--- config.mk ---
export PLATFORM = sky130hd
export DESIGN_NAME = sirv_clint_icb_arb
export DESIGN_NICKNAME = d
export VERILOG_FILES = /design/src/rtl/sirv_clint_arb_pkg.sv /design/src/rtl/sirv_clint_arb_pick.sv /design/src/rtl/sirv_clint_icb_arb.sv
export SDC_FILE = /design/constraint.sdc
export NUM_CORES = 1
export LEC_CHECK = 0
export ABC_AREA = 1
export ABC_CLOCK_PERIOD_IN_PS = 1900
export BUFFER_PORTS_ARGS = -buffer_cell sky130_fd_sc_hd__clkbuf_2
export CORE_AREA = 3 3 116 118
export DETAILED_ROUTE_END_ITERATION = 16
export DIE_AREA = 0 0 119 121
export PLACE_DENSITY = 0.43
export SLEW_MARGIN = 20
export SYNTH_ARGS = -nofsm -noshare
export SYNTH_HDL_FRONTEND = slang
export SYNTH_SLANG_ARGS = --single-unit
export TNS_END_PERCENT = 1
--- constraint.sdc ---
create_clock -name clk -period 1.9 [get_ports clk]
set_input_delay 0.285 -clock clk [delete_from_list [all_inputs] [get_ports clk]]
set_output_delay 0.285 -clock clk [all_outputs]
set_load 0.01 [all_outputs]
--- src/rtl/sirv_clint_arb_pkg.sv ---
// Shared encodings for the CLINT ICB two-master arbiter.
package sirv_clint_arb_pkg;

   typedef enum logic [1:0] {
      ARB_IDLE = 2'd0,
      ARB_HOLD = 2'd1,
      ARB_RSP  = 2'd2
   } arb_state_e;

   localparam logic ARB_M0 = 1'b0;
   localparam logic ARB_M1 = 1'b1;

endpackage

--- src/rtl/sirv_clint_arb_pick.sv ---
// 2-way request picker; round-robin when SIRV_CLINT_ARB_RR_EN is defined,
// fixed priority (master 0 wins) otherwise.
module sirv_clint_arb_pick
   import sirv_clint_arb_pkg::*;
(
   input  logic v0,
   input  logic v1,
   input  logic last_grant,
   output logic grant,
   output logic any_valid
);

   assign any_valid = v0 | v1;

`ifdef SIRV_CLINT_ARB_RR_EN
   // On a tie the master that did not win last time goes first.
   always_comb begin
      grant = ARB_M0;
      if (v0 && v1) grant = ~last_grant;
      else if (v1)  grant = ARB_M1;
   end
`else
   logic unused_last_grant;
   assign unused_last_grant = last_grant;
   assign grant = (!v0 && v1) ? ARB_M1 : ARB_M0;
`endif

endmodule

--- src/rtl/sirv_clint_icb_arb.sv ---
// Shares the CLINT ICB slave between two masters, one outstanding transaction.
// Optional round-robin tie-break via SIRV_CLINT_ARB_RR_EN.
module sirv_clint_icb_arb
   import sirv_clint_arb_pkg::*;
#(
   parameter int AW = 32,
   parameter int DW = 32
) (
   input  logic          clk,
   input  logic          rst_n,
   input  logic          m0_icb_cmd_valid,
   output logic          m0_icb_cmd_ready,
   input  logic [AW-1:0] m0_icb_cmd_addr,
   input  logic          m0_icb_cmd_read,
   input  logic [DW-1:0] m0_icb_cmd_wdata,
   output logic          m0_icb_rsp_valid,
   input  logic          m0_icb_rsp_ready,
   output logic [DW-1:0] m0_icb_rsp_rdata,
   input  logic          m1_icb_cmd_valid,
   output logic          m1_icb_cmd_ready,
   input  logic [AW-1:0] m1_icb_cmd_addr,
   input  logic          m1_icb_cmd_read,
   input  logic [DW-1:0] m1_icb_cmd_wdata,
   output logic          m1_icb_rsp_valid,
   input  logic          m1_icb_rsp_ready,
   output logic [DW-1:0] m1_icb_rsp_rdata,
   output logic          s_icb_cmd_valid,
   input  logic          s_icb_cmd_ready,
   output logic [AW-1:0] s_icb_cmd_addr,
   output logic          s_icb_cmd_read,
   output logic [DW-1:0] s_icb_cmd_wdata,
   input  logic          s_icb_rsp_valid,
   output logic          s_icb_rsp_ready,
   input  logic [DW-1:0] s_icb_rsp_rdata
);

   arb_state_e state, state_nxt;
   logic       owner, owner_nxt;
   logic       last_grant;
   logic       pick_grant, pick_any;
   logic       sel, sel_valid, own_rsp_ready;
   logic       cmd_phase, rsp_phase, cmd_hs;

   sirv_clint_arb_pick u_pick (
      .v0         (m0_icb_cmd_valid),
      .v1         (m1_icb_cmd_valid),
      .last_grant (last_grant),
      .grant      (pick_grant),
      .any_valid  (pick_any)
   );

   // Free pick only in IDLE; once a master owns the port it stays selected.
   assign sel           = (state == ARB_IDLE) ? pick_grant : owner;
   assign sel_valid     = (sel == ARB_M1) ? m1_icb_cmd_valid : m0_icb_cmd_valid;
   assign own_rsp_ready = (owner == ARB_M1) ? m1_icb_rsp_ready : m0_icb_rsp_ready;
   assign cmd_hs        = cmd_phase & sel_valid & s_icb_cmd_ready;

   always_comb begin
      state_nxt = state;
      owner_nxt = owner;
      cmd_phase = 1'b0;
      rsp_phase = 1'b0;
      case (state)
         ARB_IDLE: begin
            cmd_phase = 1'b1;
            if (pick_any) begin
               owner_nxt = pick_grant;
               state_nxt = s_icb_cmd_ready ? ARB_RSP : ARB_HOLD;
            end
         end
         ARB_HOLD: begin
            cmd_phase = 1'b1;
            if (!sel_valid)           state_nxt = ARB_IDLE;
            else if (s_icb_cmd_ready) state_nxt = ARB_RSP;
         end
         ARB_RSP: begin
            rsp_phase = 1'b1;
            if (s_icb_rsp_valid && own_rsp_ready) state_nxt = ARB_IDLE;
         end
         default: state_nxt = ARB_IDLE;
      endcase
   end

   always_ff @(posedge clk) begin
      if (!rst_n) begin
         state <= ARB_IDLE;
         owner <= ARB_M0;
      end else begin
         state <= state_nxt;
         owner <= owner_nxt;
      end
   end

`ifdef SIRV_CLINT_ARB_RR_EN
   always_ff @(posedge clk) begin
      if (!rst_n)      last_grant <= ARB_M1;
      else if (cmd_hs) last_grant <= sel;
   end
`else
   assign last_grant = ARB_M1;
`endif

   // Handshake outputs are forced low while reset is asserted.
   assign s_icb_cmd_valid  = rst_n & cmd_phase & sel_valid;
   assign m0_icb_cmd_ready = rst_n & cmd_phase & (sel == ARB_M0) & s_icb_cmd_ready;
   assign m1_icb_cmd_ready = rst_n & cmd_phase & (sel == ARB_M1) & s_icb_cmd_ready;

   assign s_icb_cmd_addr  = (rst_n && sel == ARB_M1) ? m1_icb_cmd_addr  : m0_icb_cmd_addr;
   assign s_icb_cmd_read  = (rst_n && sel == ARB_M1) ? m1_icb_cmd_read  : m0_icb_cmd_read;
   assign s_icb_cmd_wdata = (rst_n && sel == ARB_M1) ? m1_icb_cmd_wdata : m0_icb_cmd_wdata;

   assign s_icb_rsp_ready  = rst_n & rsp_phase & own_rsp_ready;
   assign m0_icb_rsp_valid = rst_n & rsp_phase & (owner == ARB_M0) & s_icb_rsp_valid;
   assign m1_icb_rsp_valid = rst_n & rsp_phase & (owner == ARB_M1) & s_icb_rsp_valid;
   assign m0_icb_rsp_rdata = s_icb_rsp_rdata;
   assign m1_icb_rsp_rdata = s_icb_rsp_rdata;

endmodule

==> results by stage <==
Outcome:
- The run finished, with violations left.
- The final reports fail on negative setup slack.

Clocking:
- The clock network latency to the later pin of the worst-skew pair is 0.22 ns.
- The tree is rooted in a clkbuf_16.
- The clock-pin slew reported for the worst setup and hold paths after clock tree synthesis is 0.03 ns.
- The clock buffer count from CTS is 3.
- The maximum clock path buffer count is 2.
- TritonCTS built the clock tree.
- The clock drives 3 sinks.
- In this run the number of H-tree levels came out at 1.

Yosys:
- The most frequent cell after synthesis is nand2_1.
- Of the total synthesized cell area, the portion taken by full adders, half adders and majority gates is 0.
- The largest total area in the synthesized netlist belongs to nand2_1.
- The synthesized design contains 3 register bits.
- The number of distinct library cell variants in the gate-level netlist after synthesis is 17.
- The proportion of netlist area held by the largest area contributor is 0.489.
- The portion of netlist area occupied by mux cells is 0.
- For this run, the register share of the synthesized area comes to 0.0374.
- The most used flip-flop cell after synthesis is dfxtp_1.
- The synthesis warning total is 0.
- The commonest cells after synthesis are 209 x nand2_1, 69 x buf_4, 7 x nor2_1.
- By area, the combinational part of the netlist is dominated by simple AND/OR/NAND/NOR gates.
- For this run, asynchronously set or reset flops after synthesis account for 0.
- The fraction of the mapped netlist area in compound gates is 0.0125.
- Of the total synthesized cell area, the portion taken by XOR and XNOR cells is 0.
- By area the synthesized netlist is led by nand2_1 49%, buf_4 32%, buf_6 4.2%.
- The synthesized netlist net count is 491.
- Of the total synthesized cell area, the portion taken by AND, OR, NAND and NOR gates is 0.549.
- The synthesized cell area is ~1600 um2.
- The number of synthesized flops with an enable pin is 0.
- The mean instance size in the synthesized netlist is about 5 um2.
- Synthesis handed over a netlist of 321 instances.

Routing:
- In the routed layout, each cell is associated on average with a via count of approximately 3.7.
- The first routing iteration left between 70 and 80 violations.
- The count of nets left with antenna violations once routing finished came out at 0.
- The length of the first detailed-routing pass in iterations is 4.
- The final route contains between 2000 and 2500 vias.
- Wires add up to 8.63 mm.
- After detailed routing, the average wire length per cell comes to 13.3 um.
- In the routed design, unresolved DRC markers number 0.

Floorplanning:
- The initial utilization of the core area, before any placement, comes to 0.128.
- The die boundary width is 119 um.
- Measured along the y axis, the die boundary spans ~120 um.
- The area of the placeable core is ~13000 um2.
- The die covers 14400 um2.
- The top-level port count is 305.
- The number of standard-cell rows in the floorplan is 41.

Setup path:
- Data on the critical path arrives at its endpoint at 1.62 ns.
- The worst setup path is captured at a primary output.
- The worst path buffer plus inverter count is 5.
- The critical path startpoint category is a register.
- STA puts the critical path data required time at between 1.5 and 2 ns.
- The type of the worst setup path is reg -> out.
- The peak fanout along the critical path is 8.
- The largest individual stage delay along the critical path comes from the cell dfxtp_4.
- Traced cell by cell, the critical path runs through inv_4 > nand2_4 > nand2_4 > nand2_4 > nor2_4 > buf_12 > buf_12 > clkbuf_16 > nand2_1 > nand2_1 > buf_2.
- The most numerous cell on the critical path is nand2_4.
- The longest individual stage delay on the worst path is 0.35 ns.
- The kind of cell with the highest combined delay along the critical path is buffers and inverters.

Timing:
- The slack of the critical path is -0.000730 ns.
- The setup violation total in the final timing report is 2.
- Measured against its own limit, the worst slew margin works out to 0.880.
- Setup total negative slack on the finished layout was measured at -0.00140 ns.
- The final count of pins violating max slew came to 0.
- The achievable clock frequency is 526 MHz.
- Across the routed clock network, the largest skew measured is 0.00289 ns.
- Hold is met by approximately 0.35 ns.
- For the pin with the worst max-slew slack, the measured transition is 0.179 ns.
- The final hold violation count came to 0.
- Setup repair after global routing could not meet its margin everywhere.
- The final clock period utilization by the worst path is 1.00.
- The post-layout minimum cycle time is 1.90 ns.

GRT:
- The first global-routing pass estimated 11.0 mm of wire.
- The largest net degree at the start of global routing is 34.
- The total congestion overflow after global routing is 0.
- The number of global-route vias before repair is 2223.
- The total global routing track utilization is 0.0946.
- The initial antenna violation count came to 0.

Job:
- The max-cap violation count is 0.

Layout:
- Of the cells placed in the final design, the portion with a size suffix greater than 1 is 0.548.
- The area of all placed cells without fillers is 2810 um2.
- The final-layout fill cell count is 1422.
- The repair_antennas step left the layout with diodes totalling 0.
- Relative to the synthesized area, the layout overhead comes to 75.3%.
- The net count of the finished layout is 647.

Power:
- The peak supply drop is 0.261 mV.
- In this run the power density over the cells is 569 nW/um2.
- The total power of the final layout is 0.00160 W.
- Summed over all cells, the static leakage comes to 1.83 nW.

Placed design:
- The last weighted congestion value of the routability-driven placer is 0.772.
- Detailed placement ended at an HPWL of 5.43 mm.
- The worst setup timing slack at the placement stage is roughly 0.18 ns.
- Buffers placed on the I/O ports in this run total about 210.
- Summing all placed instances gives a cell area of 2310 um2.

Worst hold path:
- The tightest min-delay check is of the in -> reg type.
[metrics by stage]
stage | instances | util
final | 648 | 0.224
after global routing | 648 | 0.224
after CTS | 634 | 0.201
after detailed placement | 626 | 0.184
after global placement | 626 | 0.184
after floorplan | 321 | -
[area by class of cell]
cell class | instances | area [um2] | share of cell area
Timing Repair Buffer | 229 | 1440 | 0.510
Multi-Input combinational cell | 231 | 963 | 0.342
Tap cell | 172 | 215 | 0.0765
Clock buffer | 4 | 78.8 | 0.0280
Sequential cell | 3 | 68.8 | 0.0245
Inverter | 9 | 51.3 | 0.0182
[routing by layer]
layer | track usage | share of wire
met1 | 0.113 | 0.41
met2 | 0.164 | 0.49
met3 | 0.0326 | 0.086
met4 | 0.0196 | 0.011
met5 | 0 | 0
[sequential cells by signal, indices dropped and copies added, names as in the netlist]
register and cells:
state 2, owner 1
[path summary, 6_finish.rpt]
path	start	to	slack [ns]	cells past startpoint
max	state[1]$_SDFFE_PN0P_	s_icb_cmd_wdata[27]	-0.0007	11
min	s_icb_cmd_ready	state[0]$_SDFFE_PN0P_	0.35	4
max reg2reg	state[1]$_SDFFE_PN0P_	state[1]$_SDFFE_PN0P_	0.75	10
min reg2reg	owner$_SDFFE_PN0P_	owner$_SDFFE_PN0P_	0.51	2
[where the power goes]
group,internal (W),switching (W)
clock,0.000277,0.0000577
combinational,0.000561,0.000620
sequential,0.0000733,0.0000128
[cell families after synthesis]
kind of cell	after synthesis
buffers and inverters	87
AOI/OAI and AO/OA	4
DFF	3
and+or+nand+nor	227
[worst reg2reg max path, stage by stage, from the launching register on]
cell     delay, ns
dfxtp_4       0.35
inv_4         0.07
nand2_4       0.05
nand2_4       0.07
buf_4         0.11
nand3_1       0.05
nand2_1       0.08
nand2_1       0.05
nand2_1       0.07
nand2_1       0.05
a21oi_1       0.12
[cell usage in the layout (no fill, tap or decap)]
cell type and instances:
nand3_1 3, inv_2 1, clkbuf_1 1, nor2_4 2, buf_4 6, buf_2 31
nand2_1 192, buf_6 2, dfxtp_4 2, and3_1 2, a21oi_1 3, nand2_4 3
inv_4 2, clkbuf_16 9, clkbuf_2 176, o21ai_0 1, inv_12 1, inv_1 5
nand4_1 1, nor2_1 7, dfxtp_2 1, buf_16 3, nand2_2 17, buf_12 5
[timing repair]
item | 4_1_cts | 5_1_grt
setup endpoints to repair | 17 | 65
buffers inserted | 1 | 7
cloned | 3 | 7
hold buffers | 0 | 0
resized for setup | 17 | 53
pin swaps | 1 | 8
Power figures use the tool's default switching activity.
